===== config.mk =====
export PLATFORM = sky130hd
export DESIGN_NAME = apb_program_loader
export DESIGN_NICKNAME = d
export VERILOG_FILES = /design/src/rtl/apb_program_loader.sv
export SDC_FILE = /design/constraint.sdc
export NUM_CORES = 1
export LEC_CHECK = 0
export ABC_CLOCK_PERIOD_IN_PS = 3200
export BUFFER_PORTS_ARGS = -buffer_cell sky130_fd_sc_hd__clkbuf_2
export CORE_MARGIN = 3
export CORE_UTILIZATION = 49
export CTS_CLUSTER_SIZE = 28
export DETAILED_ROUTE_END_ITERATION = 8
export PLACE_DENSITY = 0.77
export SETUP_SLACK_MARGIN = 0.3
export SYNTH_ARGS = -nofsm -noshare
export SYNTH_HDL_FRONTEND = slang
export SYNTH_SLANG_ARGS = --single-unit

===== constraint.sdc =====
create_clock -name clk -period 3.2 [get_ports clk]
set_input_delay 0.32 -clock clk [delete_from_list [all_inputs] [get_ports clk]]
set_output_delay 0.32 -clock clk [all_outputs]
set_load 0.01 [all_outputs]

===== src/rtl/apb_program_loader.sv =====
// rtl/apb_program_loader.sv - APB master that loads a program into the core, runs it and reads results back
module apb_program_loader #(
  parameter int DATA_LENGTH    = 32,
  parameter int ADDRESS_LENGTH = 32,
  parameter int LEN_W          = 12,
  parameter int RUN_TIMEOUT    = 65535
) (
  input  logic                      clk,
  input  logic                      rst,
  input  logic                      start,
  input  logic [ADDRESS_LENGTH-1:0] prog_base,
  input  logic [LEN_W-1:0]          prog_len,
  input  logic [ADDRESS_LENGTH-1:0] rd_base,
  input  logic [LEN_W-1:0]          rd_len,
  input  logic [DATA_LENGTH-1:0]    host_wdata,
  input  logic                      host_wvalid,
  output logic                      host_wready,
  output logic [DATA_LENGTH-1:0]    rd_data,
  output logic                      rd_valid,
  output logic [ADDRESS_LENGTH-1:0] addr_in,
  output logic [DATA_LENGTH-1:0]    data_in,
  output logic                      pselect,
  output logic                      pwrite,
  output logic                      pready,
  output logic                      instruction_load_start,
  output logic                      core_select,
  input  logic                      run_complete,
  input  logic [DATA_LENGTH-1:0]    data_out,
  output logic                      busy,
  output logic                      done,
  output logic                      timeout_err
);
  localparam int WD_W = (RUN_TIMEOUT < 2) ? 1 : $clog2(RUN_TIMEOUT + 1);
  localparam logic [WD_W-1:0]           WD_LAST   = WD_W'(RUN_TIMEOUT - 1);
  localparam logic [WD_W-1:0]           WD_ONE    = WD_W'(1);
  localparam logic [ADDRESS_LENGTH-1:0] WORD_STEP = ADDRESS_LENGTH'(4);
  localparam logic [LEN_W-1:0]          CNT_ONE   = LEN_W'(1);

  typedef enum logic [3:0] {
    IDLE, LD_WAIT, LD_SETUP, LD_ACCESS, RUN, RB_SETUP, RB_ACCESS, RB_CAPTURE, FINISH
  } state_t;

  state_t state, state_next;

  logic [LEN_W-1:0]          prog_len_q, rd_len_q, cnt;
  logic [ADDRESS_LENGTH-1:0] rd_base_q, addr_q;
  logic [WD_W-1:0]           wd;
  logic                      wd_expired;

  assign wd_expired = (wd == WD_LAST);

  always_ff @(posedge clk or negedge rst) begin
    if (!rst) state <= IDLE;
    else      state <= state_next;
  end

  always_comb begin
    state_next             = state;
    host_wready            = 1'b0;
    pselect                = 1'b0;
    pwrite                 = 1'b0;
    pready                 = 1'b0;
    instruction_load_start = 1'b0;
    core_select            = 1'b0;
    rd_valid               = 1'b0;
    busy                   = 1'b1;
    done                   = 1'b0;
    case (state)
      IDLE: begin
        busy = 1'b0;
        if (start) state_next = (prog_len != '0) ? LD_WAIT : RUN;
      end
      LD_WAIT: begin
        host_wready            = 1'b1;
        instruction_load_start = 1'b1;
        if (host_wvalid) state_next = LD_SETUP;
      end
      LD_SETUP: begin
        pselect                = 1'b1;
        pwrite                 = 1'b1;
        instruction_load_start = 1'b1;
        state_next             = LD_ACCESS;
      end
      LD_ACCESS: begin
        pselect                = 1'b1;
        pwrite                 = 1'b1;
        pready                 = 1'b1;
        instruction_load_start = 1'b1;
        state_next             = (cnt + CNT_ONE < prog_len_q) ? LD_WAIT : RUN;
      end
      RUN: begin
        core_select = 1'b1;
        // run_complete takes priority over a watchdog expiry in the same cycle
        if (run_complete)    state_next = (rd_len_q != '0) ? RB_SETUP : FINISH;
        else if (wd_expired) state_next = FINISH;
      end
      RB_SETUP: begin
        core_select = 1'b1;
        pselect     = 1'b1;
        state_next  = RB_ACCESS;
      end
      RB_ACCESS: begin
        core_select = 1'b1;
        pselect     = 1'b1;
        pready      = 1'b1;
        state_next  = RB_CAPTURE;
      end
      RB_CAPTURE: begin
        core_select = 1'b1;
        rd_valid    = 1'b1;
        state_next  = (cnt + CNT_ONE < rd_len_q) ? RB_SETUP : FINISH;
      end
      FINISH: begin
        done       = !timeout_err;
        state_next = IDLE;
      end
      default: state_next = IDLE;
    endcase
  end

  // addr_q always holds the address of the next transfer; addr_in is only updated on entry to a setup phase
  always_ff @(posedge clk or negedge rst) begin
    if (!rst) begin
      prog_len_q  <= '0;
      rd_len_q    <= '0;
      rd_base_q   <= '0;
      addr_q      <= '0;
      cnt         <= '0;
      wd          <= '0;
      addr_in     <= '0;
      data_in     <= '0;
      rd_data     <= '0;
      timeout_err <= 1'b0;
    end else begin
      wd <= (state == RUN) ? wd + WD_ONE : '0;
      case (state)
        IDLE: if (start) begin
          prog_len_q  <= prog_len;
          rd_len_q    <= rd_len;
          rd_base_q   <= rd_base;
          addr_q      <= prog_base;
          cnt         <= '0;
          timeout_err <= 1'b0;
        end
        LD_WAIT: if (host_wvalid) begin
          data_in <= host_wdata;
          addr_in <= addr_q;
          addr_q  <= addr_q + WORD_STEP;
        end
        LD_ACCESS: cnt <= cnt + CNT_ONE;
        RUN: begin
          if (run_complete) begin
            cnt <= '0;
            if (rd_len_q != '0) begin
              addr_in <= rd_base_q;
              addr_q  <= rd_base_q + WORD_STEP;
            end
          end else if (wd_expired) begin
            timeout_err <= 1'b1;
          end
        end
        RB_ACCESS: rd_data <= data_out;
        RB_CAPTURE: begin
          cnt <= cnt + CNT_ONE;
          if (state_next == RB_SETUP) begin
            addr_in <= addr_q;
            addr_q  <= addr_q + WORD_STEP;
          end
        end
        default: ;
      endcase
    end
  end
endmodule


==> impl_metrics.yaml <==
critical_path:
  r2r_setup_slack_ns: 0.11
  rr_startpoint: "cnt[0]"
  reg2reg_depth: 17
  r2r-end: "addr_q[20]"
  crit_required_ns: 3.63
  path_cells: "nand3_2, nor2_4, and3_4, and3_4, nand3_2, xnor2_2, ha_4, nand4_1, nor2_2, a32oi_2, nand3_2, buf_6, nor2_4, buf_12, buf_16, nor2_1, a31oi_1"
  end_kind: "register"
  arrival_ns: 3.51
  crit_buf_inv: 3
  worst_path_most_repeated_cell: "nand3_2"
  slowest_stage: "dfrtp_2"
  cpPeakStageDelay_ns: 0.41
  worst-path-max-fanout: 10
  path_class: "reg2reg"
  critical-path-top-delay-family: "simple AND/OR/NAND/NOR gates"
  startpoint_type: "register"
floorplanning:
  ios: 263
  chipHeight_um: 156
  rows: 54
  start_util: 0.502
  core_mm2: 0.0220
  die-area_mm2: 0.0244
  die_w_um: 156
logic_synthesis:
  synth_most_common_cell: "nand2_1"
  syn_nets: 1353
  synth_top_flop_cell: "dfrtp_1"
  syn_inst: 1170
  synth_area_mm2: 0.0111
  ys_ff_latch: 217
  async_flop_share: 1.00
  syn_area_per_cell_um2: 9.46
  synth_edf_count: 0
  ys_warn_count: 0
  netlist.area_leader.share: 0.491
  yosys.area.top_type: "dfrtp_1"
  ys_types: 64
  synth_area_leaders: "dfrtp_1, nand2_1, mux2_2, o21ai_0, mux2i_1"
  synth-seq-area-share: 0.491
  synth_top_cells_by_count: "nand2_1, dfrtp_1, o21ai_0"
hold_path:
  min_path_type: "in2reg"
  min_from: "rd_base[12]"
  hold_depth: 3
  hold_end: "rd_base_q[12]"
timing:
  finalSetupViolCount: 0
  fmax_mhz: 324
  max_slew.worst_pin.slew_ns: 0.861
  layout_min_cycle_time_ns: 3.09
  hold_viol: 0
  max_slew_margin: 0.418
  hold_slack_ns: 0.0111
  finalCritPeriodShare: 0.964
  tns_ns: 0
  maxSlewViolCount: 0
  layout_setup_ws_ns: 0.114
  fin_worst_skew_ns: 0.0118
  rsz0062_at_grt: "yes"
routing:
  wirelength_um: 32800
  wl_per_cell_um: 18.4
  dr.pass1.iters: 5
  vias: 10000
  drt-initial-drc-count: 867
  routed_via_density: 5.63
  drc: 0
  ant_nets: 0
global_route:
  grt_max_degree: 85
  antenna_found_initial: 1
  grt_usage: 0.253
  top_usage_layer: "met2"
  grt-ovfl-total: 0
  grtUsageMet1: 0.341
  gr-usage-met2: 0.425
  grt.met3_usage: 0.0382
  grt_pass1_vias: 9859
  grt_pass1_wl_um: 50600
finish:
  multi_input_area_mm2: 0.00557
  drive_above_1_share: 0.333
  nets: 1663
  seq_area_mm2: 0.00543
  nFillCells: 1712
  syn2layout_area_growth_pct: 31.8
cts:
  cts_made_buffers: 24
  clk_pin_slew_ns: 0.07
  clock_tree.buffer_depth: 3
  cts_tree: "done"
  clock_sinks: 217
  clkLatencyLatePin_ns: 0.51
  root_buffer: "clkbuf_16"
  htreeDepth: 1
placed_design:
  place_hpwl_um: 22100
  dpl_worst_slack_ns: 0.0725
  io_buffers: 262
  gp_congestion: 0.924
power:
  peakVddDrop_mv: 0.762
  leakagePower_nw: 7.27
  p_per_area_mw_per_mm2: 1030
outcome:
  status: "finished, final reports clean"
flow_run:
  cap_violations: 0
## worst max-delay path by stage
stage	startpoint	to	slack [ns]	cells after the start
after global routing	cnt[0]	addr_q[20]	-0.05	17
final	cnt[0]	addr_q[20]	0.11	17
after CTS	cnt[0]	addr_q[27]	0.19	16
after detailed placement	cnt[1]	addr_q[28]	0.07	15
after floorplan	cnt[0]	addr_q[30]	0.29	15
after global placement	cnt[1]	addr_q[30]	0.14	15
## cells in the final DEF (no fill, tap or decap), drive strengths merged, types with 4 or more instances in the layout
cell	netlist	layout
or3	6	6
buf	28	70
nand2	247	247
ha	26	26
dfrtp	217	217
o211ai	13	13
a31oi	19	19
o22ai	4	4
a32oi	4	4
nor2	76	76
o21ai	105	105
mux2	67	67
a21o	6	6
nor4	11	11
a21boi	5	5
nand4	16	16
mux2i	39	39
inv	31	32
and3	12	12
and4	4	4
and2	5	5
clkbuf	38	298
a21oi	29	29
xnor2	21	21
xor2	28	28
nand2b	7	7
nand3	42	42
dlygate4sd3	0	18
nor3	18	18
a22o	5	5
## routing by layer
| layer | routed length [um] | up-vias |
|---|---|---|
| met5 | 0 | - |
| met4 | 1170 | 0 |
| met3 | 2290 | 93 |
| met2 | 16100 | 470 |
| met1 | 13200 | 4759 |
| li1 | - | 4683 |
## kinds of logic after synthesis
family,Yosys count,synth area share
buffers and inverters,97,0.0355
adder cells (fa/ha/maj),26,0.0294
flip-flops,217,0.491
AO/OA/AOI/OAI,212,0.115
multiplexers,106,0.103
XOR/XNOR,49,0.0395
AND/OR/NAND/NOR,463,0.187
## registers in the layout, indices dropped and copies added, names as in the netlist
name and cells:
data_in 32, prog_len_q 12, addr_q 32, rd_len_q 12, cnt 12, state 4, timeout_err 1, addr_in 32
rd_base_q 32, wd 16, rd_data 32
## metrics by stage
| stage | power, W | util | area [um2] | cells |
|---|---|---|---|---|
| after floorplan | 0.00862 | - | 11100 | 1170 |
| after global placement | 0.0105 | 0.584 | 12900 | 1687 |
| after detailed placement | 0.0108 | 0.584 | 12900 | 1687 |
| after CTS | 0.0144 | 0.646 | 14200 | 1763 |
| after global routing | 0.0159 | 0.662 | 14600 | 1778 |
| final | 0.0150 | 0.662 | 14600 | 1778 |
## worst min-delay path: stages
cell	delay, ns
clkbuf_2	0.08
nand2_1	0.04
nand2_1	0.05
## what timing repair did
item,CTS,global route
pin swaps,12,27
setup endpoints to repair,62,64
hold endpoints to repair,97,0
hold buffers,18,0
resized for setup,22,67
cloned,5,1
buffers inserted,10,13
## power breakdown
group,switching (W),internal [W]
clock,0.00112,0.00183
sequential,0.000961,0.00394
combinational,0.00398,0.00317
total,0.00606,0.00894
## area by class of cell
cell class / count / area share
antenna: 1 / 0.000172
clock buffer: 36 / 0.0505
clock inverter: 7 / 0.00781
inverter: 31 / 0.00798
multi-input combinational: 856 / 0.382
sequential: 217 / 0.373
tap: 280 / 0.0240
timing repair buffer: 350 / 0.155
No activity file was read; power rests on OpenSTA's default activity.
